File: src/rtl/key_pkg.sv
// rtl/key_pkg.sv - shared types and constants for key event decoding
//
// Purpose:
//   Holds the FSM state type, the default 100 MHz timing constants and the
//   key polarity constant. Every key block imports this package.
//
// Contents:
//   key_state_t          IDLE / HELD / LONG
//   LONG_CNT_DEFAULT     hold cycles minus 1 before long press (2 s)
//   REPEAT_CNT_DEFAULT   cycles minus 1 between repeats (200 ms)
//   CNT_W_DEFAULT        counter width covering both constants
//   KEY_PRESSED          level of the key input when pressed

package key_pkg;

  typedef enum logic [1:0] {
    IDLE = 2'd0,
    HELD = 2'd1,
    LONG = 2'd2
  } key_state_t;

  localparam int LONG_CNT_DEFAULT   = 199_999_999;
  localparam int REPEAT_CNT_DEFAULT = 19_999_999;
  localparam int CNT_W_DEFAULT      = 28;

  localparam logic KEY_PRESSED = 1'b0;

endpackage

File: src/rtl/key_edge_det.sv
// rtl/key_edge_det.sv - single input register with fall/rise detection
//
// Purpose:
//   Registers an already debounced key level once and reports its edges.
//   The register resets to "released" so that a key held down across reset
//   release is seen as a fresh press on the first clock.
//
// Ports:
//   i_clk        system clock
//   i_rst        synchronous, active-high reset
//   i_key_level  debounced key level, 0 = pressed
//   o_fall       combinational: level went from released to pressed
//   o_rise       combinational: level went from pressed to released

module key_edge_det
  import key_pkg::*;
(
  input  logic i_clk,
  input  logic i_rst,
  input  logic i_key_level,
  output logic o_fall,
  output logic o_rise
);

  logic r_key_d;

  always_ff @(posedge i_clk) begin
    if (i_rst) begin
      r_key_d <= ~KEY_PRESSED;
    end else begin
      r_key_d <= i_key_level;
    end
  end

  assign o_fall = ~i_key_level &  r_key_d;
  assign o_rise =  i_key_level & ~r_key_d;

endmodule

File: src/rtl/key_event_decoder.sv
// rtl/key_event_decoder.sv - turns a debounced key level into event pulses
//
// Purpose:
//   Generates one-cycle press, release, short click, long press and
//   auto-repeat pulses from a debounced active-low key, plus a held level.
//   All outputs are registered.
//
// Configuration:
//   KEY_REPEAT_EN  defined: repeat_pulse fires every REPEAT_CNT+1 cycles
//                  while long-held. Undefined: repeat_pulse is tied to 0
//                  and the counter idles at 0 in LONG.
//
// Ports:
//   i_clk            system clock, 100 MHz
//   i_rst            synchronous, active-high reset
//   i_key_level      debounced key level, 0 = pressed, 1 = released
//   o_press_pulse    one-cycle pulse on press
//   o_release_pulse  one-cycle pulse on release
//   o_short_click    one-cycle pulse on release before the long threshold
//   o_long_press     one-cycle pulse when the hold reaches the threshold
//   o_repeat_pulse   one-cycle pulse periodically during a long hold
//   o_key_held       level, 1 while the FSM is not IDLE

module key_event_decoder
  import key_pkg::*;
#(
  parameter int LONG_CNT   = LONG_CNT_DEFAULT,
  parameter int REPEAT_CNT = REPEAT_CNT_DEFAULT,
  parameter int CNT_W      = CNT_W_DEFAULT
) (
  input  logic i_clk,
  input  logic i_rst,
  input  logic i_key_level,
  output logic o_press_pulse,
  output logic o_release_pulse,
  output logic o_short_click,
  output logic o_long_press,
  output logic o_repeat_pulse,
  output logic o_key_held
);

  // The counter is cleared at its threshold, so it only has to reach the
  // larger of the two compare values.
  localparam int MAX_CNT = (LONG_CNT > REPEAT_CNT) ? LONG_CNT : REPEAT_CNT;

  generate
    if ((MAX_CNT >> CNT_W) != 0) begin : g_cnt_w_check
      $error("key_event_decoder: CNT_W too small for LONG_CNT/REPEAT_CNT");
    end
  endgenerate

  logic             w_fall;
  logic             w_rise;
  logic             w_long_hit;
  key_state_t       r_state;
  logic [CNT_W-1:0] r_cnt;
  logic             r_press_pulse;
  logic             r_release_pulse;
  logic             r_short_click;
  logic             r_long_press;
  logic             r_key_held;

  key_edge_det u_edge (
    .i_clk       (i_clk),
    .i_rst       (i_rst),
    .i_key_level (i_key_level),
    .o_fall      (w_fall),
    .o_rise      (w_rise)
  );

  assign w_long_hit = (r_cnt == CNT_W'(LONG_CNT));

`ifdef KEY_REPEAT_EN
  logic w_repeat_hit;
  logic r_repeat_pulse;

  assign w_repeat_hit = (r_cnt == CNT_W'(REPEAT_CNT));
`endif

  // In HELD and LONG the registered level is always "pressed" (the state is
  // left as soon as a released level is seen), so w_rise is exactly the
  // condition "key_level is released" in those states.
  always_ff @(posedge i_clk) begin
    if (i_rst) begin
      r_state         <= IDLE;
      r_cnt           <= '0;
      r_press_pulse   <= 1'b0;
      r_release_pulse <= 1'b0;
      r_short_click   <= 1'b0;
      r_long_press    <= 1'b0;
      r_key_held      <= 1'b0;
`ifdef KEY_REPEAT_EN
      r_repeat_pulse  <= 1'b0;
`endif
    end else begin
      r_press_pulse   <= 1'b0;
      r_release_pulse <= 1'b0;
      r_short_click   <= 1'b0;
      r_long_press    <= 1'b0;
`ifdef KEY_REPEAT_EN
      r_repeat_pulse  <= 1'b0;
`endif
      case (r_state)
        IDLE: begin
          if (w_fall) begin
            r_state       <= HELD;
            r_cnt         <= '0;
            r_press_pulse <= 1'b1;
            r_key_held    <= 1'b1;
          end
        end
        HELD: begin
          // Release takes priority over reaching the long threshold.
          if (w_rise) begin
            r_state         <= IDLE;
            r_release_pulse <= 1'b1;
            r_short_click   <= 1'b1;
            r_key_held      <= 1'b0;
          end else if (w_long_hit) begin
            r_state      <= LONG;
            r_cnt        <= '0;
            r_long_press <= 1'b1;
          end else begin
            r_cnt <= r_cnt + 1'b1;
          end
        end
        LONG: begin
          if (w_rise) begin
            r_state         <= IDLE;
            r_release_pulse <= 1'b1;
            r_key_held      <= 1'b0;
          end else begin
`ifdef KEY_REPEAT_EN
            if (w_repeat_hit) begin
              r_cnt          <= '0;
              r_repeat_pulse <= 1'b1;
            end else begin
              r_cnt <= r_cnt + 1'b1;
            end
`else
            r_cnt <= '0;
`endif
          end
        end
        default: begin
          r_state    <= IDLE;
          r_key_held <= 1'b0;
        end
      endcase
    end
  end

  assign o_press_pulse   = r_press_pulse;
  assign o_release_pulse = r_release_pulse;
  assign o_short_click   = r_short_click;
  assign o_long_press    = r_long_press;
  assign o_key_held      = r_key_held;
`ifdef KEY_REPEAT_EN
  assign o_repeat_pulse  = r_repeat_pulse;
`else
  assign o_repeat_pulse  = 1'b0;
`endif

endmodule
File: config.mk
export PLATFORM = sky130hd
export DESIGN_NAME = key_event_decoder
export DESIGN_NICKNAME = d
export VERILOG_FILES = /design/src/rtl/key_pkg.sv /design/src/rtl/key_edge_det.sv /design/src/rtl/key_event_decoder.sv
export SDC_FILE = /design/constraint.sdc
export NUM_CORES = 1
export LEC_CHECK = 0
export BUFFER_PORTS_ARGS = -buffer_cell sky130_fd_sc_hd__clkbuf_2
export CAP_MARGIN = 15
export CELL_PAD_IN_SITES_DETAIL_PLACEMENT = 1
export CELL_PAD_IN_SITES_GLOBAL_PLACEMENT = 1
export CORE_AREA = 2 2 95 79
export DETAILED_ROUTE_END_ITERATION = 7
export DIE_AREA = 0 0 97 81
export HOLD_SLACK_MARGIN = 0.08
export PLACE_DENSITY = 0.62
export SLEW_MARGIN = 20
export SYNTH_ARGS = -nofsm -noshare
export SYNTH_HDL_FRONTEND = slang
export SYNTH_HIERARCHICAL = 1
export SYNTH_SLANG_ARGS = --single-unit
export TNS_END_PERCENT = 5
File: constraint.sdc
create_clock -name i_clk -period 3.3 [get_ports i_clk]
set_clock_uncertainty 0.1 [all_clocks]
set_input_delay 0.165 -clock i_clk [delete_from_list [all_inputs] [get_ports i_clk]]
set_output_delay 0.165 -clock i_clk [all_outputs]
set_load 0.03 [all_outputs]
# Yosys cells after proc, flatten, opt, wreduce, memory -nomap -nowiden
# Cells that the tools add are included.
[classes]
add_sub_neg = 1
n_eq_ne = 9
mux = 16
bitwise_logic = 7
reduce_logical = 10
[op_table]
columns = ["operator", "n"]
rows = [
  ["two-way mux 28 bit", 4],
  ["one-hot mux 28 bit (3 select lines)", 1],
  ["adder 28 x 1 -> 28 bit (second input constant)", 1],
  ["== test 28 bit (second input constant)", 1],
  ["two-way mux 2 bit", 4],
  ["OR reduction 2 bit", 4],
  ["!= test 2 x 1 -> 1 bit (second input constant)", 3],
  ["one-hot mux 2 bit (3 select lines)", 1],
  ["two-way mux 1 bit", 5],
  ["NOT 1 bit", 5],
  ["!= test 2 bit (second input constant)", 2],
  ["AND reduction 4 bit", 1],
  ["!= test 3 x 2 -> 1 bit (second input constant)", 1],
  ["AND reduction 3 bit", 1],
  ["nonzero test 3 bit", 1],
  ["OR reduction 3 bit", 1],
  ["AND 1 bit", 2],
  ["== test 2 x 1 -> 1 bit (second input constant)", 1],
  ["== test 2 bit (second input constant)", 1],
  ["zero test 2 bit", 1],
  ["one-hot mux 1 bit (2 select lines)", 1],
  ["AND reduction 2 bit", 1],
]
[totals]
reg_bits = 36
out_inout_bits = 6

# Depth between registers and ports, before layout
# Gate-level depths: netlist of the first run.
[depth]
ltp_word = 4
depth_mapped = 8

# Cells and area by module
# Netlist of the first run, hierarchy kept.
[by_module_without_submodules]
columns = ["module", "instances", "cells_per_inst", "area_each_um2"]
rows = [
  ["key_event_decoder", 1, 230, 1968.1],
  ["key_edge_det", 1, 4, 40.0],
]

# Worst setup path after synthesis of the first run
# Ideal clock, no wire load.
[synth_path]
kind = "register to register"
startpoint = "reg r_state[0]"
endpoint = "reg r_cnt[6]"
setup_ns = 0.074
arrival_ns = 2.063
slack_ns = 1.063
stages_incl_launch_ff = 9
path_buffers = 1
period_less_slack_ns = 2.237
path_cell_list = "dfxtp_1 inv_1 ha_1 nor2b_1 buf_6 nor4_4 nand3_1 or4b_1 a31oi_1"
[synth_via]
elab_chain_len = 3
elab_cells_between_ends = 9
cone_classes = "5 x eq/ne; 1 x mux; 3 x reduce/logical"
[synth_lines]
columns = ["item", "line", "source"]
rows = [
  ["from (decl)", "key_event_decoder.sv:55", "key_state_t r_state;"],
  ["from (signal assigned)", "key_event_decoder.sv:85", "r_state <= IDLE;"],
  ["from (signal assigned)", "key_event_decoder.sv:106", "r_state <= HELD;"],
  ["from (signal assigned)", "key_event_decoder.sv:115", "r_state <= IDLE;"],
  ["== test 2 x 1 -> 1 bit (tied with other cells)", "key_event_decoder.sv:103", "case (r_state)"],
  ["!= test 2 bit (no line) (tied with other cells)", "-", ""],
  ["AND reduction 4 bit (no line)", "-", ""],
  ["to (signal assigned)", "key_event_decoder.sv:124", "r_cnt <= r_cnt + 1'b1;"],
  ["to (decl)", "key_event_decoder.sv:56", "logic [CNT_W-1:0] r_cnt;"],
]
# Several ways; a longest one is shown, not always the timed one.
# A chain may end at the register's enable or synchronous reset.

# Worst setup path after layout of the first run
# Ends and elaborated chain as after synthesis.

==> reports/metrics.yaml, run 1 <==
outcome: "complete, no violations"
cp.arrival_ns: 2.65
grt_pass1_vias: 1731
area_delta_synth_final_pct: 8.972
hpwlAfterDp_um: 3729
holdPathStages: 2
mostFrequentLayoutCells: "dfxtp_1, nor2_1, nand2_1, nand3_1, nand4_1"
wl_per_cell_um: 15.63
ys_seq_area_share_pct: 35.89
r2r-end: "r_cnt[6]"
pwr-share-comb_pct: 19.9
routed_wl_um: 5158
avgSynthCellArea_um2: 8.582
dieWidth_um: 97
synth-compound-area-share_pct: 9.844
switchingPower_mw: 0.2943
worstPathMaxFanout: 9
grt_overflow: 0
ff2ff_setup_slack_ns: 0.76
synth_nets: 242
io_buffers: 7
async_flop_share_pct: 0
root_buffer: "clkbuf_8"
core_area_um2: 7042
clkLatencyLatePin_ns: 0.29
h-tree-depth: 2
path_clk_slew_ns: 0.07
grt_max_degree: 20
fin_crit_ns: 2.535
drive_gt1_share_pct: 10.83
cts_setup_buffers: 0
clkPwrFrac_pct: 31.9
powerDensity_nw_per_um2: 432.5
cpLargestDelayFamily: "simple AND/OR/NAND/NOR gates"
num_antenna_cells: 0
synth_edf_count: 0
critical_path_buf_inv_count: 1
setup_viol: 0
tritoncts: "yes"
r2r-start: "r_state[0]"
final_antenna_net_count: 0
cp-end-kind: "flop"
yosys_warnings: 6
drt_iter0_markers: 62
synthXorXnorAreaFrac_pct: 6.542
setup_tns_ns: 0
syn_area_um2: 2008
worstSetupStartpointType: "flop"
yosys_register_bits: 36
cts.sinks: 36
period_share_pct: 76.83
p_int_mw: 0.6521
hold_path_startpoint: "i_rst"
grt_pass1_wl_um: 8583
yosys.area_share.simple_pct: 37.07
ys.flop_type: "dfxtp_1"
mostFrequentLayoutCell: "dfxtp_1"
maxSlewViolCount: 0
finalHoldViolations: 0
relSlewSlack_pct: 52.49
io_pins: 9
synthAdderAreaFrac_pct: 3.115
gp_congestion: 0.7579
grt_use_total_pct: 13.48
synth_cell_types: 52
power_frac_seq_pct: 48.2
die_area_um2: 7857
p_sw_share_pct: 31.09
r2r_cells: 7
clockBufferDepth: 2
vdd_drop_max_mv: 0.2469
total_leakage_power_nw: 0.6932
max_cap_violations: 0
die_h_um: 81
tightest_slew_ns: 0.7126
rsz0062_at_grt: "false"
muxShareOfSynthArea_pct: 1.994
detail_route.vias_per_cell: 5.261
crit_chain: "inv_1 -> ha_1 -> nor2b_1 -> nor4_4 -> nand3_1 -> or4b_1 -> a31oi_1"
syn-instance-count: 234
slowest_delay_ns: 0.54
min_to: "r_cnt[1]"
total_power_mw: 0.9464
worstPathRequired_ns: 3.42
clock.fmax_ghz: 0.3944
vias: 1736
dr.pass1.iters: 4
antenna_found_initial: 0
fp-row-count: 28
drc: 0
start_util_pct: 28.52
hold_path.class: "in -> reg"
critical_path_class: "reg -> reg"
numCtsBuffers: 5
synth_top_family_by_area: "simple AND/OR/NAND/NOR gates"
crit_path_top_delay_cell: "nor4_4"
final_nets: 248
-- flip-flops by register name (all words and copies together) (netlist names) --
signal and flops:
r_state 2, o_release_pulse 1, o_key_held 1, o_short_click 1
o_press_pulse 1, u_edge/r_key_d 1, r_cnt 28, o_long_press 1
-- cells by family (layout without fill, tap and decap cells) --
logic type,after synthesis,after routing
adder cells (fa/ha/maj),5,5
flip-flops,36,36
XOR/XNOR,15,15
other,1,1
AND/OR/NAND/NOR,126,126
AO/OA/AOI/OAI,27,27
buffers and inverters,20,26
multiplexers,4,4
-- power groups by stage --
stage	clock network, mW	logic [mW]	registers, mW
after floorplan	0	0.136	0.473
after global placement	0	0.186	0.465
after detailed placement	0	0.189	0.466
after CTS	0.316	0.192	0.456
after global routing	0.332	0.211	0.458
final	0.302	0.188	0.456
-- per-layer routing --
| metal | track usage, % | wire length, um | part of all wire (%) | vias to the layer above |
|---|---|---|---|---|
| met2 | 20.49 | 2182 | 42 | 18 |
| met3 | 3.098 | 143 | 2.8 | 8 |
| met1 | 19.50 | 2789 | 54 | 845 |
| met4 | 2.958 | 43 | 0.83 | 0 |
| met5 | 0 | 0 | 0 | - |
| li1 | - | - | - | 865 |
-- per-stage QoR --
stage / instance area, um^2 / util [%] / setup WS [ns] / cells / hold WS (ns)
global route: 2188 / 31.08 / 0.6044 / 330 / 0.1520
floorplan: 2008 / - / 1.063 / 234 / 0.1621
finish: 2188 / 31.08 / 0.7645 / 330 / 0.1297
detailed placement: 2101 / 29.83 / 0.7110 / 322 / 0.2841
global placement: 2101 / 29.83 / 0.8958 / 322 / 0.2729
CTS: 2188 / 31.08 / 0.7102 / 330 / 0.1299
-- synth_stat cells (2+ instances only) --
cell type	number	share of area, %
a21oi_1	6	1.5
a31oi_1	11	3.4
and3_1	6	1.9
and4_1	2	0.87
buf_2	5	1.2
buf_6	3	1.7
clkbuf_1	3	0.56
dfxtp_1	36	36
ha_1	5	3.1
inv_1	8	1.5
mux2i_1	4	2.0
nand2_1	18	3.4
nand2b_1	2	0.62
nand3_1	17	4.2
nand3b_1	3	1.1
nand4_1	14	4.4
nand4b_1	2	0.87
nor2_1	24	4.5
nor2b_1	2	0.62
nor3_1	8	2.0
nor4_1	5	1.6
nor4_4	2	2.1
or3_1	3	0.93
or4_1	3	1.1
or4b_1	2	1.0
xnor2_1	2	0.87
xor2_1	13	5.7
-- what timing repair did --
item | 4_1_cts | 5_1_grt
hold endpoints to repair | 1 | 0
hold buffers | 1 | 0
gates resized for setup | 0 | 0
-- final cells by class --
cell class,count,area (um^2)
Clock inverter,1,5.005
Fill cell,841,4853
Tap cell,90,112.6
Multi-Input combinational cell,178,1180
Sequential cell,36,720.7
Inverter,8,30.03
Timing Repair Buffer,11,67.56
Clock buffer,6,72.57
-- worst max-delay path by stage --
stage                          start        to  slack (ns)  depth (start not counted)
after CTS                 r_state[0]  r_cnt[6]        0.71                          7
final                     r_state[0]  r_cnt[6]        0.76                          7
after detailed placement  r_state[0]  r_cnt[6]        0.71                          7
after global placement    r_state[0]  r_cnt[6]        0.90                          7
after global routing      r_state[0]  r_cnt[6]        0.60                          7
after floorplan           r_state[0]  r_cnt[6]        1.06                          8
Power figures use the tool's default switching activity.
==> run 2, diff against run 1 <==
Clock period 3.3 ns to 2.6 ns, I/O delays scaled along.
==> reports/metrics.yaml, run 2 (synthesized netlist as in run 1, its figures left out) <==
period_share_pct: 85.60  # was 76.83%
clock.fmax_ghz: 0.4493  # was 0.3944 GHz
outcome: "complete, no violations"  # unchanged
worstPathMaxFanout: 5  # was 9
dr.pass1.iters: 4  # unchanged
worstSetupStartpointType: "flop"  # unchanged
cts.sinks: 36  # unchanged
top_regs: "r_cnt (28), r_state (2)"  # unchanged
setup_slack_ns: 0.3744  # was 0.7645 ns
hold_path.class: "in -> reg"  # unchanged
grt_pass1_wl_um: 8742  # was 8583 um
cp.arrival_ns: 2.34  # was 2.65 ns
mostFrequentLayoutCells: "dfxtp_1, nor2_1, nand2_1, nand3_1, nand4_1"  # unchanged
mostFrequentLayoutCell: "dfxtp_1"  # unchanged
die_h_um: 81  # unchanged
largest_register_ffs: 28  # unchanged
grt_use_total_pct: 13.71  # was 13.48%
root_buffer: "clkbuf_8"  # unchanged
start_util_pct: 28.52  # unchanged
gp_congestion: 0.7781  # was 0.7579
setup_tns_ns: 0  # unchanged
cts.hold.buffers_added: 1  # unchanged
fin_crit_ns: 2.226  # was 2.535 ns
core_area_um2: 7042  # unchanged
vdd_drop_max_mv: 0.3126  # was 0.2469 mV
drive_gt1_share_pct: 13.06  # was 10.83%
cts_resized: 0  # unchanged
num_antenna_cells: 0  # unchanged
die_area_um2: 7857  # unchanged
detail_route.vias_per_cell: 5.179  # was 5.261
max_cap_violations: 0  # unchanged
setup_viol: 0  # unchanged
relSlewSlack_pct: 57.69  # was 52.49%
grt_max_degree: 17  # was 20
worstPathRequired_ns: 2.72  # was 3.42 ns
grt_pass1_vias: 1817  # was 1,731
antenna_found_initial: 0  # unchanged
vias: 1735  # was 1,736
crit_chain: "inv_1 -> ha_1 -> o21a_2 -> nor4_4 -> nand3_1 -> or4b_1 -> a31oi_1"  # was inv_1 -> ha_1 -> nor2b_1 -> nor4_4 -> nand3_1 -> or4b_1 -> a31oi_1
io_pins: 9  # unchanged
h-tree-depth: 2  # unchanged
pre_cts_ws_ns: 0.3701  # was 0.7110 ns
clkLatencyLatePin_ns: 0.29  # about the same
stdcell_area_um2: 2242  # was 2188 um^2
cts_setup_buffers: 0  # unchanged
numCtsBuffers: 5  # unchanged
powerDensity_nw_per_um2: 541.5  # was 432.5 nW/um^2
clockBufferDepth: 2  # unchanged
routed_wl_um: 4956  # was 5158 um
path_clk_slew_ns: 0.08  # was 0.07 ns
final_nets: 253  # was 248
cp-end-kind: "flop"  # unchanged
critical_path_buf_inv_count: 1  # unchanged
largest-register: "r_cnt"  # unchanged
crit_path_top_delay_cell: "or4b_1"  # was nor4_4
rsz0062_at_grt: "false"  # unchanged
io_buffers: 7  # unchanged
tritoncts: "yes"  # unchanged
dieWidth_um: 97  # unchanged
maxSlewViolCount: 0  # unchanged
place_area_um2: 2151  # was 2101 um^2
cpLargestDelayFamily: "simple AND/OR/NAND/NOR gates"  # unchanged
wl_per_cell_um: 14.79  # was 15.63 um
area_delta_synth_final_pct: 11.65  # was 8.972%
grt_overflow: 0  # unchanged
tightest_slew_ns: 0.6333  # was 0.7126 ns
drc: 0  # unchanged
slowest_delay_ns: 0.52  # was 0.54 ns
final_antenna_net_count: 0  # unchanged
ff2ff_setup_slack_ns: 0.37  # was 0.76 ns
drt_iter0_markers: 38  # was 62
fp-row-count: 28  # unchanged
finalHoldViolations: 0  # unchanged
total_leakage_power_nw: 0.7248  # was 0.6932 nW
hpwlAfterDp_um: 3644  # was 3729 um
critical_path_class: "reg -> reg"  # unchanged
## run 2: cell types whose count changed in the layout (fill, tap and decap cells not counted), sizes merged
cell,change
buf,+5
clkbuf,-1
clkinvlp,+1
## run 2: layout make-up
type / instances / area [um^2]
Tap cell: 90 / 112.6
Sequential cell: 36 / 720.7
Multi-Input combinational cell: 178 / 1180
Inverter: 8 / 30.03
Fill cell: 848 / 4800
Clock buffer: 5 / 68.82
Timing Repair Buffer: 16 / 117.6
Clock inverter: 2 / 12.51
## run 2: worst paths after layout
path | start | end | cells after the start
max | r_state[1] | r_cnt[6] | 7
max reg2reg | r_state[1] | r_cnt[6] | 7
min | i_rst | r_cnt[1] | 2
min reg2reg | r_cnt[1] | r_cnt[1] | 2
## run 2: per-stage QoR
stage,power [mW],instances,utilization [%],hold slack [ns]
after floorplan,0.7732,234,-,0.1271
after CTS,1.233,335,31.84,0.1223
after global routing,1.289,335,31.84,0.1198
final,1.214,335,31.84,0.1145
after global placement,0.8351,327,30.54,0.2409
after detailed placement,0.8385,327,30.54,0.2529
## run 2: where the power goes
group / internal [mW] / switching [mW]
sequential: 0.566 / 0.0112
clock: 0.182 / 0.212
combinational: 0.0874 / 0.156
## run 2: worst reg2reg max path, stage by stage, from the launching register on
cell and delay [ns]:
dfxtp_1 0.36, inv_1 0.08, ha_1 0.25, o21a_2 0.28, nor4_4 0.26, nand3_1 0.14
or4b_1 0.52, a31oi_1 0.17
## run 2: layer usage
layer / track usage, % / wire length, um / vias to the layer above
li1: - / - / 880
met1: 18.72 / 2657 / 836
met2: 22.01 / 2148 / 15
met3: 3.614 / 115 / 4
met4: 2.817 / 34 / 0
met5: 0 / 0 / -
